File: config.mk
export PLATFORM = sky130hd
export DESIGN_NAME = reg_debug_access_flat
export DESIGN_NICKNAME = d
export VERILOG_FILES = /design/src/rtl/reg_debug_access_pkg.sv /design/src/rtl/reg_debug_access_if.sv /design/src/rtl/reg_debug_access_timeout_counter.sv /design/src/rtl/reg_debug_access.sv /design/src/flat_wrapper.sv
export SDC_FILE = /design/constraint.sdc
export NUM_CORES = 1
export LEC_CHECK = 0
export BUFFER_PORTS_ARGS = -buffer_cell sky130_fd_sc_hd__buf_4
export CAP_MARGIN = 25
export CELL_PAD_IN_SITES_DETAIL_PLACEMENT = 0
export CELL_PAD_IN_SITES_GLOBAL_PLACEMENT = 1
export CORE_ASPECT_RATIO = 0.9
export CORE_MARGIN = 2
export CORE_UTILIZATION = 39
export CTS_BUF_LIST = sky130_fd_sc_hd__clkbuf_4 sky130_fd_sc_hd__clkbuf_8
export CTS_CLUSTER_DIAMETER = 100
export CTS_CLUSTER_SIZE = 16
export DETAILED_ROUTE_END_ITERATION = 8
export PLACE_DENSITY_LB_ADDON = 0.1
export SETUP_SLACK_MARGIN = 0.1
export SLEW_MARGIN = 20
export SYNTH_ARGS = -nofsm -noshare
export SYNTH_HDL_FRONTEND = slang
export SYNTH_SLANG_ARGS = --single-unit
File: constraint.sdc
create_clock -name clk -period 4.2 [get_ports clk]
set_input_delay 0.84 -clock clk [delete_from_list [all_inputs] [get_ports clk]]
set_output_delay 0.84 -clock clk [all_outputs]
set_load 0.02 [all_outputs]
File: src/rtl/reg_debug_access_pkg.sv
`default_nettype none
// ============================================================================
// Module   : riscv_pkg
// Brief    : Shared types and constants for the debug register-access block.
// Revision : 1.0 - initial release
// ============================================================================
package riscv_pkg;

    localparam int XLEN       = 32;
    localparam int REG_ADDR_W = 5;

    typedef enum logic [1:0] {
        IDLE      = 2'd0,
        WAIT_HALT = 2'd1,
        ACCESS    = 2'd2,
        RESP      = 2'd3
    } dbg_state_t;

endpackage
`default_nettype wire

File: src/rtl/reg_debug_access_if.sv
`default_nettype none
// ============================================================================
// Module   : reg_debug_access_if
// Brief    : Command and response valid/ready channels between the debug
//            transport (master) and the register access block (slave).
// Revision : 1.0 - initial release
// ============================================================================
interface reg_debug_access_if;
    import riscv_pkg::*;

    logic                  cmd_valid;
    logic                  cmd_ready;
    logic                  cmd_write;
    logic [REG_ADDR_W-1:0] cmd_regno;
    logic [XLEN-1:0]       cmd_wdata;
    logic                  rsp_valid;
    logic                  rsp_ready;
    logic [XLEN-1:0]       rsp_rdata;
    logic                  rsp_err;

    modport master (
        output cmd_valid, cmd_write, cmd_regno, cmd_wdata, rsp_ready,
        input  cmd_ready, rsp_valid, rsp_rdata, rsp_err
    );

    modport slave (
        input  cmd_valid, cmd_write, cmd_regno, cmd_wdata, rsp_ready,
        output cmd_ready, rsp_valid, rsp_rdata, rsp_err
    );

endinterface
`default_nettype wire

File: src/rtl/reg_debug_access_timeout_counter.sv
`default_nettype none
// ============================================================================
// Module   : timeout_counter
// Brief    : Wrapping halt-wait counter; expired flags the last allowed cycle.
// Revision : 1.0 - initial release
// ============================================================================
module timeout_counter #(
    parameter int TIMEOUT_CYCLES = 64
) (
    input  wire logic clk,
    input  wire logic reset,
    input  wire logic clear,
    input  wire logic enable,
    output logic      expired
);

    localparam int                 c_CNT_W = $clog2(TIMEOUT_CYCLES);
    localparam logic [c_CNT_W-1:0] c_LAST  = c_CNT_W'(TIMEOUT_CYCLES - 1);
    localparam logic [c_CNT_W-1:0] c_ONE   = c_CNT_W'(1);

    logic [c_CNT_W-1:0] r_count;

    // Count wait cycles; clear takes priority so each command starts at zero.
    always_ff @(posedge clk or posedge reset) begin
        if (reset) begin
            r_count <= '0;
        end else if (clear) begin
            r_count <= '0;
        end else if (enable) begin
            r_count <= r_count + c_ONE;
        end
    end

    assign expired = (r_count == c_LAST);

endmodule
`default_nettype wire

File: src/rtl/reg_debug_access.sv
`default_nettype none
// ============================================================================
// Module   : reg_debug_access
// Brief    : Debug initiator: halts the core, performs one register-file
//            read or write, and returns a response.
// Revision : 1.0 - initial release
// ============================================================================
module reg_debug_access
    import riscv_pkg::*;
#(
    parameter int TIMEOUT_CYCLES = 64
) (
    input  wire logic                  clk,
    input  wire logic                  reset,
    reg_debug_access_if.slave          bus,
    output logic                       halt_req,
    input  wire logic                  core_halted,
    output logic                       rf_reg_write,
    output logic [REG_ADDR_W-1:0]      rf_write_reg,
    output logic [XLEN-1:0]            rf_write_data,
    output logic [REG_ADDR_W-1:0]      rf_read_reg,
    input  wire logic [XLEN-1:0]       rf_read_data
);

    dbg_state_t            r_state;
    logic                  r_cmd_ready;
    logic                  r_rsp_valid;
    logic [XLEN-1:0]       r_rsp_rdata;
    logic                  r_rsp_err;
    logic                  r_halt_req;
    logic                  r_write;
    logic [REG_ADDR_W-1:0] r_regno;
    logic [XLEN-1:0]       r_wdata;

    logic w_accept;
    logic w_expired;
    logic w_cnt_enable;

    assign w_accept     = (r_state == IDLE) && bus.cmd_valid;
    assign w_cnt_enable = (r_state == WAIT_HALT) && !core_halted && !w_expired;

    timeout_counter #(
        .TIMEOUT_CYCLES (TIMEOUT_CYCLES)
    ) u_timeout (
        .clk     (clk),
        .reset   (reset),
        .clear   (w_accept),
        .enable  (w_cnt_enable),
        .expired (w_expired)
    );

    // Command FSM with registered handshake, halt and response outputs.
    always_ff @(posedge clk or posedge reset) begin
        if (reset) begin
            r_state     <= IDLE;
            r_cmd_ready <= 1'b1;
            r_rsp_valid <= 1'b0;
            r_rsp_rdata <= '0;
            r_rsp_err   <= 1'b0;
            r_halt_req  <= 1'b0;
            r_write     <= 1'b0;
            r_regno     <= '0;
            r_wdata     <= '0;
        end else begin
            case (r_state)
                IDLE: begin
                    if (w_accept) begin
                        r_write     <= bus.cmd_write;
                        r_regno     <= bus.cmd_regno;
                        r_wdata     <= bus.cmd_wdata;
                        r_cmd_ready <= 1'b0;
                        r_halt_req  <= 1'b1;
                        r_state     <= WAIT_HALT;
                    end
                end
                WAIT_HALT: begin
                    // A halt arriving on the last count cycle still wins.
                    if (core_halted) begin
                        r_state <= ACCESS;
                    end else if (w_expired) begin
                        r_rsp_valid <= 1'b1;
                        r_rsp_err   <= 1'b1;
                        r_rsp_rdata <= '0;
                        r_halt_req  <= 1'b0;
                        r_state     <= RESP;
                    end
                end
                ACCESS: begin
                    r_rsp_valid <= 1'b1;
                    r_halt_req  <= 1'b0;
                    r_state     <= RESP;
                    if (core_halted) begin
                        r_rsp_err   <= 1'b0;
                        // x0 always reads as zero, whatever the file returns.
                        r_rsp_rdata <= (r_write || (r_regno == '0)) ? '0 : rf_read_data;
                    end else begin
                        r_rsp_err   <= 1'b1;
                        r_rsp_rdata <= '0;
                    end
                end
                RESP: begin
                    if (bus.rsp_ready) begin
                        r_rsp_valid <= 1'b0;
                        r_cmd_ready <= 1'b1;
                        r_state     <= IDLE;
                    end
                end
                default: r_state <= IDLE;
            endcase
        end
    end

    assign bus.cmd_ready = r_cmd_ready;
    assign bus.rsp_valid = r_rsp_valid;
    assign bus.rsp_rdata = r_rsp_rdata;
    assign bus.rsp_err   = r_rsp_err;
    assign halt_req      = r_halt_req;
    assign rf_write_reg  = r_regno;
    assign rf_read_reg   = r_regno;
    assign rf_write_data = r_wdata;
    // Write strobe only while the halt is still held in the access cycle.
    assign rf_reg_write  = (r_state == ACCESS) && r_write && core_halted;

endmodule
`default_nettype wire

File: src/flat_wrapper.sv
// flat-port wrapper written by rule: the top's interface ports become plain ports
module reg_debug_access_flat import riscv_pkg::*;
#(
    parameter int TIMEOUT_CYCLES = 64
)
  (clk, reset, halt_req, core_halted, rf_reg_write, rf_write_reg, rf_write_data, rf_read_reg, rf_read_data, bus_cmd_valid, bus_cmd_write, bus_cmd_regno, bus_cmd_wdata, bus_rsp_ready, bus_cmd_ready, bus_rsp_valid, bus_rsp_rdata, bus_rsp_err);
  reg_debug_access_if bus_i ();
  input  wire logic clk;
  input  wire logic reset;
  output logic halt_req;
  input  wire logic core_halted;
  output logic rf_reg_write;
  output logic [REG_ADDR_W-1:0] rf_write_reg;
  output logic [XLEN-1:0] rf_write_data;
  output logic [REG_ADDR_W-1:0] rf_read_reg;
  input  wire logic [XLEN-1:0] rf_read_data;
  input wire logic [$bits(bus_i.cmd_valid)-1:0] bus_cmd_valid;
  input wire logic [$bits(bus_i.cmd_write)-1:0] bus_cmd_write;
  input wire logic [$bits(bus_i.cmd_regno)-1:0] bus_cmd_regno;
  input wire logic [$bits(bus_i.cmd_wdata)-1:0] bus_cmd_wdata;
  input wire logic [$bits(bus_i.rsp_ready)-1:0] bus_rsp_ready;
  output wire logic [$bits(bus_i.cmd_ready)-1:0] bus_cmd_ready;
  output wire logic [$bits(bus_i.rsp_valid)-1:0] bus_rsp_valid;
  output wire logic [$bits(bus_i.rsp_rdata)-1:0] bus_rsp_rdata;
  output wire logic [$bits(bus_i.rsp_err)-1:0] bus_rsp_err;
  assign bus_i.cmd_valid = bus_cmd_valid;
  assign bus_i.cmd_write = bus_cmd_write;
  assign bus_i.cmd_regno = bus_cmd_regno;
  assign bus_i.cmd_wdata = bus_cmd_wdata;
  assign bus_i.rsp_ready = bus_rsp_ready;
  assign bus_cmd_ready = bus_i.cmd_ready;
  assign bus_rsp_valid = bus_i.rsp_valid;
  assign bus_rsp_rdata = bus_i.rsp_rdata;
  assign bus_rsp_err = bus_i.rsp_err;
  reg_debug_access #(.TIMEOUT_CYCLES(TIMEOUT_CYCLES)) u_core (.clk(clk), .reset(reset), .bus(bus_i), .halt_req(halt_req), .core_halted(core_halted), .rf_reg_write(rf_reg_write), .rf_write_reg(rf_write_reg), .rf_write_data(rf_write_data), .rf_read_reg(rf_read_reg), .rf_read_data(rf_read_data));
endmodule
======== Word level (Yosys, flattened, before mapping) ========
Index checks and enable logic that the tools add are counted.
operators by class
  add/subtract/negate cells ............... 1
  multipliers ............................. 0
  div/mod/pow operators ................... 0
  order comparisons ....................... 0
  equality and inequality tests ........... 9
  shift-type cells ........................ 0
  muxes and demuxes ....................... 25
  bitwise gates (word level) .............. 0
  reduce and logical (&&, ||, !) cells .... 21
operators by type and width
  cell                                                   count
  two-way mux 32 bit                                     4
  case mux 32 bit (2 select lines)                       1
  two-way mux 6 bit                                      2
  two-way mux 1 bit                                      9
  AND reduction 3 bit                                    3
  two-way mux 2 bit                                      4
  case mux 2 bit (4 select lines)                        1
  AND reduction 4 bit                                    2
  adder 6 x 1 -> 6 bit, second input constant            1
  equality test 6 bit, second input constant             1
  inequality test 2 bit, second input constant           3
  case mux 1 bit (3 select lines)                        2
  nonzero test 2 bit                                     3
  nonzero test 3 bit                                     2
  logical AND 1 bit                                      5
  logical NOT 5 bit                                      1
  equality test 2 bit, second input constant             2
  case mux 1 bit (2 select lines)                        2
  inequality test 3 x 2 -> 1 bit, second input constant  1
  equality test 2 x 1 -> 1 bit, second input constant    1
  logical NOT 1 bit                                      2
  logical NOT 2 bit                                      1
  inequality test 2 x 1 -> 1 bit, second input constant  1
  AND reduction 2 bit                                    1
  logical OR 1 bit                                       1
word-level totals
  register bits after elaboration ......... 82
  latch bits .............................. 0
  RAM bits ................................ 0
  memory bits (read-only) ................. 0
  bits of input ports ..................... 75
  output and inout port bits .............. 79
  logic and storage cells ................. 66
  memories kept ........................... 0

======== Logic depth before layout (Yosys ltp) ========
Gate-level depths: netlist (run 1).
  depth after elaboration ................. 5
  gate-level depth with buffers ........... 8
  depth with buffers taken out ............ 6

======== By module ========
A second synthesis (run 1) with hierarchy kept.
second synthesis, totals
  cells, all modules ...................... 233
  area total of the unflattened synthesis .. 3,345.7 µm²
by module, submodules not included
  module            instances  cells an instance  area an instance (µm²)  seq. area each (µm²)
  reg_debug_access  1          206                3,064.2                 1,903.1
  timeout_counter   1          27                 281.5                   150.1

======== Least setup slack after synthesis (run 1) ========
Ideal clock, no wire load.
  kind .................................... input-to-output
  start ................................... input port core_halted
  end ..................................... output port rf_reg_write
  arrival ................................. 1.093 ns
  required time ........................... 3.360 ns
  setup slack ............................. 2.267 ns
  stages .................................. 1
  path buffers ............................ 0
  cell sequence ........................... and3_1
on the way
  longest elaborated chain between the ends .. 1
ends and longest elaborated chain
  what               RTL line                 RTL
  from (decl)        flat_wrapper.sv:11       input wire logic core_halted;
  logical AND 1 bit  reg_debug_access.sv:122  assign rf_reg_write = (r_state == ACCESS) && r_write && core_halted;
  to (decl)          flat_wrapper.sv:12       output logic rf_reg_write;
Every way passes these cells.

======== Final worst setup path (run 1) ========
  start ................................... register u_core.r_state[0]
  end ..................................... output port rf_reg_write
on the way
  longest elaborated chain between the ends .. 3
ends and longest elaborated chain
  what                            RTL line                 RTL
  from (decl)                     reg_debug_access.sv:25   dbg_state_t r_state;
  from (signal assigned)          reg_debug_access.sv:55   r_state <= IDLE;
  from (signal assigned)          reg_debug_access.sv:73   r_state <= WAIT_HALT;
  from (signal assigned)          reg_debug_access.sv:79   r_state <= ACCESS;
  equality test 2 bit             reg_debug_access.sv:122
  logical AND 1 bit (2 in a row)  reg_debug_access.sv:122
Every way passes these cells.

==> results of run 1 <==
==> cell usage after synthesis (all sizes together), types with 2 or more instances <==
library cell | n | area, um2
nand2 | 150 | 563
nand3 | 3 | 20.0
clkbuf | 8 | 30.0
nor2 | 10 | 37.5
nor3 | 2 | 10.0
and3 | 2 | 12.5
inv | 36 | 135
nor2b | 5 | 31.3
ha | 6 | 75.1
a21oi | 8 | 40.0
o21ai | 4 | 23.8
dfrtp | 81 | 2030
o31ai | 33 | 388
or3 | 3 | 18.8
buf | 16 | 135
==> critical path: stages, from the launching register on <==
cell and delay (ns):
dfrtp_1 0.42, inv_1 0.09, ha_1 0.25, and3_1 0.16, buf_4 0.15
==> through the flow <==
stage	hold WS [ns]	cell area, um2
finish	0.482	5080
global route	0.506	5080
CTS	0.487	5080
detailed placement	0.465	4890
global placement	0.459	4870
floorplan	0.461	3690
==> area by class of cell <==
class / instances / area share, %
multi-input combinational: 239 / 26.4
inverter: 36 / 2.68
clock inverter: 5 / 1.08
timing repair buffer: 159 / 23.7
sequential: 82 / 40.4
clock buffer: 11 / 2.73
tap: 122 / 3.00
==> cells by family (layout without fill, tap and decap cells) <==
kind of cell / Yosys count / count (layout) / share of synthesized area (%)
multiplexers: 1 / 1 / 0.271
adder cells (fa/ha/maj): 6 / 6 / 2.04
AO/OA/AOI/OAI: 50 / 50 / 13.4
AND/OR/NAND/NOR: 180 / 180 / 20.0
XOR/XNOR: 2 / 2 / 0.475
flip-flops: 82 / 82 / 55.7
buffers and inverters: 60 / 211 / 8.14
==> power by group through the flow <==
stage / registers [mW] / clock network [mW] / logic [mW]
after floorplan: 1.59 / 0 / 0.733
after global placement: 1.28 / 0 / 1.63
after detailed placement: 1.28 / 0 / 1.65
after CTS: 1.27 / 0.589 / 1.65
after global routing: 1.31 / 0.627 / 1.78
final: 1.27 / 0.567 / 1.63
==> metal layers <==
metal	global-route usage [%]	vias up	share of wire [%]
li1	-	1497	-
met1	22.4	1351	45
met2	24.5	94	45
met3	6.43	9	8.9
met4	6.06	0	1.4
met5	0	-	0
==> worst min path at each step <==
stage / from / to / slack, ns / depth (start not counted)
2_1_floorplan: u_core.r_write / u_core.r_write / 0.46 / 2
3_3_place_gp: u_core.rf_write_data[17] / u_core.rf_write_data[17] / 0.46 / 2
3_5_place_dp: u_core.rf_write_data[18] / u_core.rf_write_data[18] / 0.47 / 2
4_1_cts: reset / u_core.bus.rsp_rdata[13] / 0.49 / 2
5_1_grt: reset / u_core.bus.rsp_rdata[9] / 0.51 / 2
6_report: u_core.rf_write_data[18] / u_core.rf_write_data[18] / 0.48 / 2
==> layout by cell type (no fill, tap or decap), types with 3 or more instances in the layout <==
master / n
clkbuf_8: 9
inv_1: 35
a21oi_1: 8
o31ai_1: 5
nand2_1: 150
or3_1: 3
o31ai_2: 28
clkinv_2: 3
nor2b_1: 5
ha_1: 6
dfrtp_1: 81
buf_4: 158
nor2_1: 10
==> flow_metrics.tcl, run 1 <==
set metrics [dict create \
    p_per_area_nw_per_um2 682 \
    fill_cells 863 \
    grt-ovfl-total 0 \
    worst_pin_slew_ns 0.769 \
    dpl.hpwl_um 6080 \
    crit_path_start_kind "register" \
    cts_buffers 9 \
    wirelength_um 8470 \
    multi_input_area_um2 1340 \
    antenna_cells 0 \
    crit_type "register to output pin" \
    slew_violations 0 \
    power_leakage_nw 2.76 \
    p_clk_share_pct 16.4 \
    max_freq_mhz 444 \
    syn_area_per_cell_um2 9.68 \
    seq_area_um2 2050 \
    drive_above_1_share_pct 39.5 \
    worst_slack_ns 1.95 \
    critPathLaunch "u_core.r_state[0]" \
    hold_viol 0 \
    status "completed" \
    p_total_mw 3.47 \
    ant_nets 0 \
    antenna_found_initial 0 \
    ys_warn_count 0 \
    path_max_fanout 5 \
    finalClockSkew_ns 0.0127 \
    post-place-ws_ns 1.87 \
    swShare_pct 41.7 \
    grt_max_degree 65 \
    ctsHtreeMaxLevel 3 \
    final_cells 654 \
    rrSetupSlack_ns 2.13 \
    ys_seq_area_share_pct 55.7 \
    die_w_um 106 \
    synth-edff-count 0 \
    r2r-start "u_core.r_state[1]" \
    holdBufCountCts 0 \
    fin_util_pct 55.5 \
    cts_setup_buffers 0 \
    worstPathRequired_ns 3.36 \
    peakVddDrop_uv 285 \
    portBuffers 153 \
    design.portCount 154 \
    synth_fp_nets 462 \
    drc_errors 0 \
    netlist_instances 381 \
    async_reset_ff_share_pct 100 \
    fin_nets 608 \
    crit_end "rf_reg_write" \
    initial_core_util_pct 40.2 \
    ys_types 36 \
    drt_first_pass_iters 4 \
    clk_pin_slew_ns 0.09 \
    pwr-share-comb_pct 47.0 \
    coreArea_um2 9170 \
    clk-insertion-delay-late_ns 0.35 \
    synthToLayoutAreaGrowth_pct 37.9 \
    worstReg2RegEnd "u_core.bus.rsp_rdata[28]" \
    grt_pass1_vias 2721 \
    num_rows 33 \
    p_seq_share_pct 36.7 \
    fin_crit_sh_pct 53.6 \
    cts-root-buf "clkbuf_8" \
    power_switching_mw 1.44 \
    num_vias 2951 \
    clk_path_buf_depth 2 \
    viasPerCell 4.51 \
    p_int_mw 2.02 \
    rsz0062_at_grt "false" \
    synthFlopType "dfrtp_1" \
    setup-violations-final 0 \
    r2r_cells 6 \
    setup_tns_ns 0 \
    syn_area_um2 3690 \
    ys_seq_elements 82 \
    clock_sinks 82 \
    cts_tree "done" \
    hold_class "register to register" \
    dp.cells 638 \
    finalCriticalPeriod_ns 2.25 \
    grtUsageTotal_pct 16.6 \
    gp_congestion 0.802 \
    die_height_um 96.2 \
    cp-end-kind "output pin" \
    slew_headroom_pct 48.7 \
    post_cts_resized 0 \
    arrival_ns 1.41 \
    die_area_um2 10200 \
    routedWlPerCell_um 12.9 \
    cap_violations 0 \
    drt-initial-drc-count 79 \
    grt_pass1_wl_um 13300 \
]
Note: power is estimated with default switching activity, not from simulation.
==> run 2: changes to the inputs <==
- CORE_UTILIZATION: 39 -> 33
- clock period: 4.2 -> 1.9 ns (I/O delays scaled with it)
==> flow_metrics.tcl, run 2 (synthesized netlist as in run 1, its figures left out) <==
set metrics [dict create \
    die_w_um 115 \
    layout_common_cells "160 x buf_4, 150 x nand2_1, 80 x dfrtp_1" \
    ctsHtreeMaxLevel 3 \
    cts_buffers 9 \
    post-place-ws_ns -0.0195 \
    worst_slack_ns 0.167 \
    fin_nets 617 \
    drt-initial-drc-count 143 \
    antenna_cells 0 \
    initial_core_util_pct 34.0 \
    hold_class "input pin to asynchronous set/reset pin" \
    path_max_fanout 32 \
    setup-violations-final 0 \
    viasPerCell 4.33 \
    power_leakage_nw 2.84 \
    wirelength_um 9520 \
    crit_type "register to register" \
    finalClockSkew_ns 0.00441 \
    cap_violations 0 \
    finalCriticalPeriod_ns 1.73 \
    slew_headroom_pct 72.2 \
    design.portCount 154 \
    layout_commonest_cell "buf_4" \
    max_freq_mhz 577 \
    cp-end-kind "register" \
    synthToLayoutAreaGrowth_pct 44.5 \
    rrSetupSlack_ns 0.17 \
    num_vias 3002 \
    worstPathRequired_ns 2.17 \
    die_height_um 104 \
    drive_above_1_share_pct 42.3 \
    crit_path_start_kind "register" \
    worst_pin_slew_ns 0.411 \
    grt_pass1_wl_um 15000 \
    grt_pass1_vias 3028 \
    peakVddDrop_uv 616 \
    portBuffers 153 \
    grt_max_degree 65 \
    die_area_um2 12000 \
    p_per_area_nw_per_um2 1510 \
    cts-root-buf "clkbuf_8" \
    whs_ns 0.107 \
    clk_pin_slew_ns 0.08 \
    gp_congestion 0.732 \
    slew_violations 0 \
    grtUsageTotal_pct 15.9 \
    status "completed" \
    arrival_ns 2.00 \
    num_rows 36 \
    drt_first_pass_iters 4 \
    routedWlPerCell_um 13.7 \
    grt-ovfl-total 0 \
    clk_path_buf_depth 2 \
    antenna_found_initial 0 \
    coreArea_um2 10900 \
    dpl.hpwl_um 6210 \
    fin_crit_sh_pct 91.2 \
    drc_errors 0 \
    holdBufCountCts 0 \
    cts_tree "done" \
    fin_util_pct 49.1 \
    clock_sinks 82 \
    clk-insertion-delay-late_ns 0.35 \
    hold_viol 0 \
    ant_nets 0 \
    rsz0062_at_grt "false" \
]
-- run 2: changes by cell type in the layout (fill, tap and decap cells not counted), sizes merged --
cell / delta
bufinv: -1
clkbuf: +5
clkinv: -1
clkinvlp: -1
buf: +7
-- run 2: final timing paths --
check                                         start  cells after the start                       end
max                               u_core.r_state[1]                      6  u_core.bus.rsp_rdata[20]
max reg2reg                       u_core.r_state[1]                      6  u_core.bus.rsp_rdata[20]
min reg2reg                u_core.rf_write_data[14]                      2  u_core.rf_write_data[14]
max in group asynchronous                     reset                      3  u_core.rf_write_data[12]
min                                           reset                      3  u_core.bus.rsp_rdata[15]
min in group clk                   bus_cmd_wdata[6]                      3   u_core.rf_write_data[6]
-- run 2: layer usage --
metal | GRT usage, % | vias to the layer above | part of all wire, %
met5 | 0 | - | 0
met4 | 4.65 | 0 | 0.76
met3 | 7.17 | 5 | 8.9
met2 | 24.6 | 97 | 48
met1 | 19.7 | 1385 | 43
li1 | - | 1515 | -
-- run 2: layout make-up --
cell class              count  area, um2
fillers                  1057       5530
flip-flops and latches     82       2050
multi-input cells         239       1400
repair buffers            168       1350
well taps                 152        190
clock buffers              14        180
inverters                  36        141
clock inverters             2       10.0
-- run 2: where the power goes --
part           switching [mW]  internal [mW]
clock                   0.599          0.609
combinational            2.32           1.72
sequential              0.396           2.40
-- run 2: worst max-delay path, cell delays in order (launching register included) --
cell and delay [ns]:
dfrtp_2 0.42, inv_2 0.10, ha_4 0.18, nand2b_4 0.08, o32a_4 0.43, clkbuf_16 0.22, o31ai_2 0.21
-- run 2: repair_timing --
| item | 4_1_cts | 5_1_grt |
|---|---|---|
| endpoints found under the setup margin | 33 | 38 |
| gates resized for setup | 8 | 7 |
| setup buffers | 2 | 2 |
| cloned | 0 | 2 |
-- run 2: stage by stage --
stage	TNS, ns	total power [mW]	std cells	cell area, um2
global placement	0	6.57	671	4990
global route	0	8.66	693	5330
detailed placement	-0.0195	6.63	671	4990
floorplan	0	5.13	381	3690
finish	0	8.05	693	5330
CTS	0	7.98	689	5230
==> run 3: changes to the inputs <==
- CORE_UTILIZATION: 33 -> 34
- RECOVER_POWER: not set -> 50
- SYNTH_HIERARCHICAL: not set -> 1
==> flow_metrics.tcl, run 3 <==
set metrics [dict create \
    status "completed" \
    finalClockSkew_ns 0.00905 \
    viasPerCell 4.66 \
    clk_pin_slew_ns 0.09 \
    rrSetupSlack_ns 0.13 \
    p_int_mw 4.99 \
    netlist_top_cells_area "dfrtp_1 61%, mux2_2 13%, a22o_1 8.4%" \
    peakVddDrop_uv 673 \
    die_height_um 98.1 \
    cts_buffers 9 \
    synth_compound_area_share_pct 11.5 \
    design.portCount 154 \
    path_delay_family "simple AND/OR/NAND/NOR gates" \
    synth_top_family_by_area "multiplexers" \
    fin_area_um2 4840 \
    arrival_ns 2.05 \
    ys_seq_elements 82 \
    p_seq_share_pct 36.4 \
    synthToLayoutAreaGrowth_pct 44.7 \
    crit_path_start_kind "register" \
    path_buf_inv 0 \
    r2r-start "u_core/u_timeout/r_count[0]" \
    fin_nets 481 \
    crit_type "register to register" \
    slew_headroom_pct 54.4 \
    crit_cells 7 \
    fin_util_pct 50.4 \
    ys_warn_count 6 \
    worstPathRequired_ns 2.18 \
    placed_cell_area_um2 4640 \
    crit_end "u_core/u_timeout/r_count[5]" \
    dpl.hpwl_um 5580 \
    num_vias 2471 \
    critPathLaunch "u_core/u_timeout/r_count[0]" \
    power_switching_mw 3.27 \
    clock_sinks 82 \
    antenna_cells 0 \
    syn_area_per_cell_um2 14.4 \
    slowest_stage "dfrtp_1" \
    grt_pass1_wl_um 12100 \
    cp-end-kind "register" \
    hold_viol 0 \
    p_clk_share_pct 16.0 \
    ys_seq_area_share_pct 61.4 \
    synthXorXnorAreaFrac_pct 1.05 \
    initial_core_util_pct 34.8 \
    post_synth_and_or_nand_nor_area_fraction_pct 5.12 \
    portBuffers 153 \
    num_rows 34 \
    grt_max_degree 50 \
    clk-insertion-delay-late_ns 0.34 \
    coreArea_um2 9610 \
    rsz0062_at_grt "true" \
    finalCriticalPeriod_ns 1.77 \
    cts_tree "done" \
    synthFlopType "dfrtp_1" \
    async_reset_ff_share_pct 100 \
    die_area_um2 10700 \
    power_leakage_nw 2.33 \
    whs_ns 0.252 \
    path_max_fanout 5 \
    ys_types 36 \
    netlist_instances 233 \
    syn_area_um2 3350 \
    die_w_um 109 \
    worst_pin_slew_ns 0.684 \
    slew_violations 0 \
    ant_nets 0 \
    setup-violations-final 0 \
    grt-ovfl-total 0 \
    synthTopCellsByCount "81 x dfrtp_1, 38 x mux2_2, 32 x a22o_1, 10 x inv_1" \
    synth_top_area_share_pct 60.6 \
    setup_tns_ns 0 \
    antenna_found_initial 0 \
    gp_congestion 0.715 \
    synth_fp_nets 315 \
    worstPathCellList "ha_2, nand3_2, nor2_4, nor3b_4, nand4_2, or3_4, a21oi_2" \
    synth-edff-count 0 \
    grtUsageTotal_pct 14.7 \
    routedWlPerCell_um 15.4 \
    drt_first_pass_iters 4 \
    fin_crit_sh_pct 93.3 \
    layout_commonest_cell "buf_4" \
    max_freq_mhz 564 \
    layout_common_cells "123 x buf_4, 81 x dfrtp_1, 40 x clkbuf_1" \
    hold_class "input pin to register" \
    ctsHtreeMaxLevel 3 \
    slowest_delay_ns 0.41 \
    p_per_area_nw_per_um2 1710 \
    r2r_cells 7 \
    synth_top_cell_by_area "dfrtp_1" \
    pwr-share-comb_pct 47.6 \
    drc_errors 0 \
    synth.area.mux_share_pct 13.4 \
    wirelength_um 8190 \
    cts-root-buf "clkbuf_8" \
    grt_pass1_vias 2397 \
    drive_above_1_share_pct 49.8 \
    worstReg2RegEnd "u_core/u_timeout/r_count[5]" \
    swShare_pct 39.6 \
    drt-initial-drc-count 84 \
    synthAdderAreaFrac_pct 2.62 \
    cap_violations 0 \
    clk_path_buf_depth 2 \
    synth.most_common_cell "dfrtp_1" \
]
## run 3: changes by cell type in the layout (fill, tap and decap cells not counted), sizes merged, moves of 3 or more
cell and delta:
nor2 -3, inv -25, nand2 -147, o31ai -33, clkinvlp +3, mux2 +38, a22o +31, buf -41
clkbuf +38
## run 3: metal layers
layer  vias to the layer above  GRT usage (%)  wire length (um)
met4                         0           4.73               104
met1                      1194           20.2              3760
met2                       105           21.9              3650
met3                        10           4.94               665
met5                         -              0                 0
li1                       1162              -                 -
## run 3: cell families (layout without fill, tap and decap cells)
| logic type | after synthesis | count (layout) |
|---|---|---|
| flip-flops | 82 | 82 |
| AO/OA/AOI/OAI | 47 | 48 |
| multiplexers | 40 | 40 |
| AND/OR/NAND/NOR | 28 | 28 |
| buffers and inverters | 25 | 195 |
| adder cells (fa/ha/maj) | 7 | 7 |
| XOR/XNOR | 4 | 4 |
## run 3: what timing repair did
action	CTS	global route
setup endpoints to repair	35	37
hold buffers	1	0
buffers inserted	2	4
gates cloned	0	2
pin swaps	18	4
gates resized for setup	4	8
endpoints found under the hold margin	6	0
## run 3: final cells by class
class | count | area, um2
Clock buffer | 11 | 151
Timing Repair Buffer | 169 | 1160
Clock inverter | 5 | 61.3
Sequential cell | 82 | 2050
Inverter | 10 | 41.3
Multi-Input combinational cell | 127 | 1210
Fill cell | 913 | 4770
Tap cell | 126 | 158
## run 3: power by group through the flow
| stage | combinational, mW | clock (mW) | sequential [mW] |
|---|---|---|---|
| 6_report | 3.93 | 1.32 | 3.01 |
| 5_1_grt | 4.20 | 1.45 | 3.11 |
| 4_1_cts | 4.16 | 1.39 | 3.02 |
| 3_5_place_dp | 4.12 | 0 | 3.05 |
| 3_3_place_gp | 4.08 | 0 | 3.04 |
| 2_1_floorplan | 1.63 | 0 | 3.89 |
## run 3: per-stage QoR
step	total power, mW	cells	setup slack (ns)
finish	8.26	530	0.128
CTS	8.58	524	0.0126
floorplan	5.52	233	0.118
global route	8.77	530	0.0321
global placement	7.12	505	0.0208
detailed placement	7.18	505	-0.0623
## run 3: how the worst min path moves through the flow
stage / start / endpoint / cells after the start
final: rf_read_data[14] / u_core/bus.rsp_rdata[14] / 2
after global routing: rf_read_data[10] / u_core/bus.rsp_rdata[10] / 2
after CTS: rf_read_data[10] / u_core/bus.rsp_rdata[10] / 2
after detailed placement: reset / u_core/u_timeout/r_count[3] / 2
after global placement: reset / u_core/u_timeout/r_count[5] / 2
after floorplan: reset / u_core/u_timeout/r_count[0] / 1
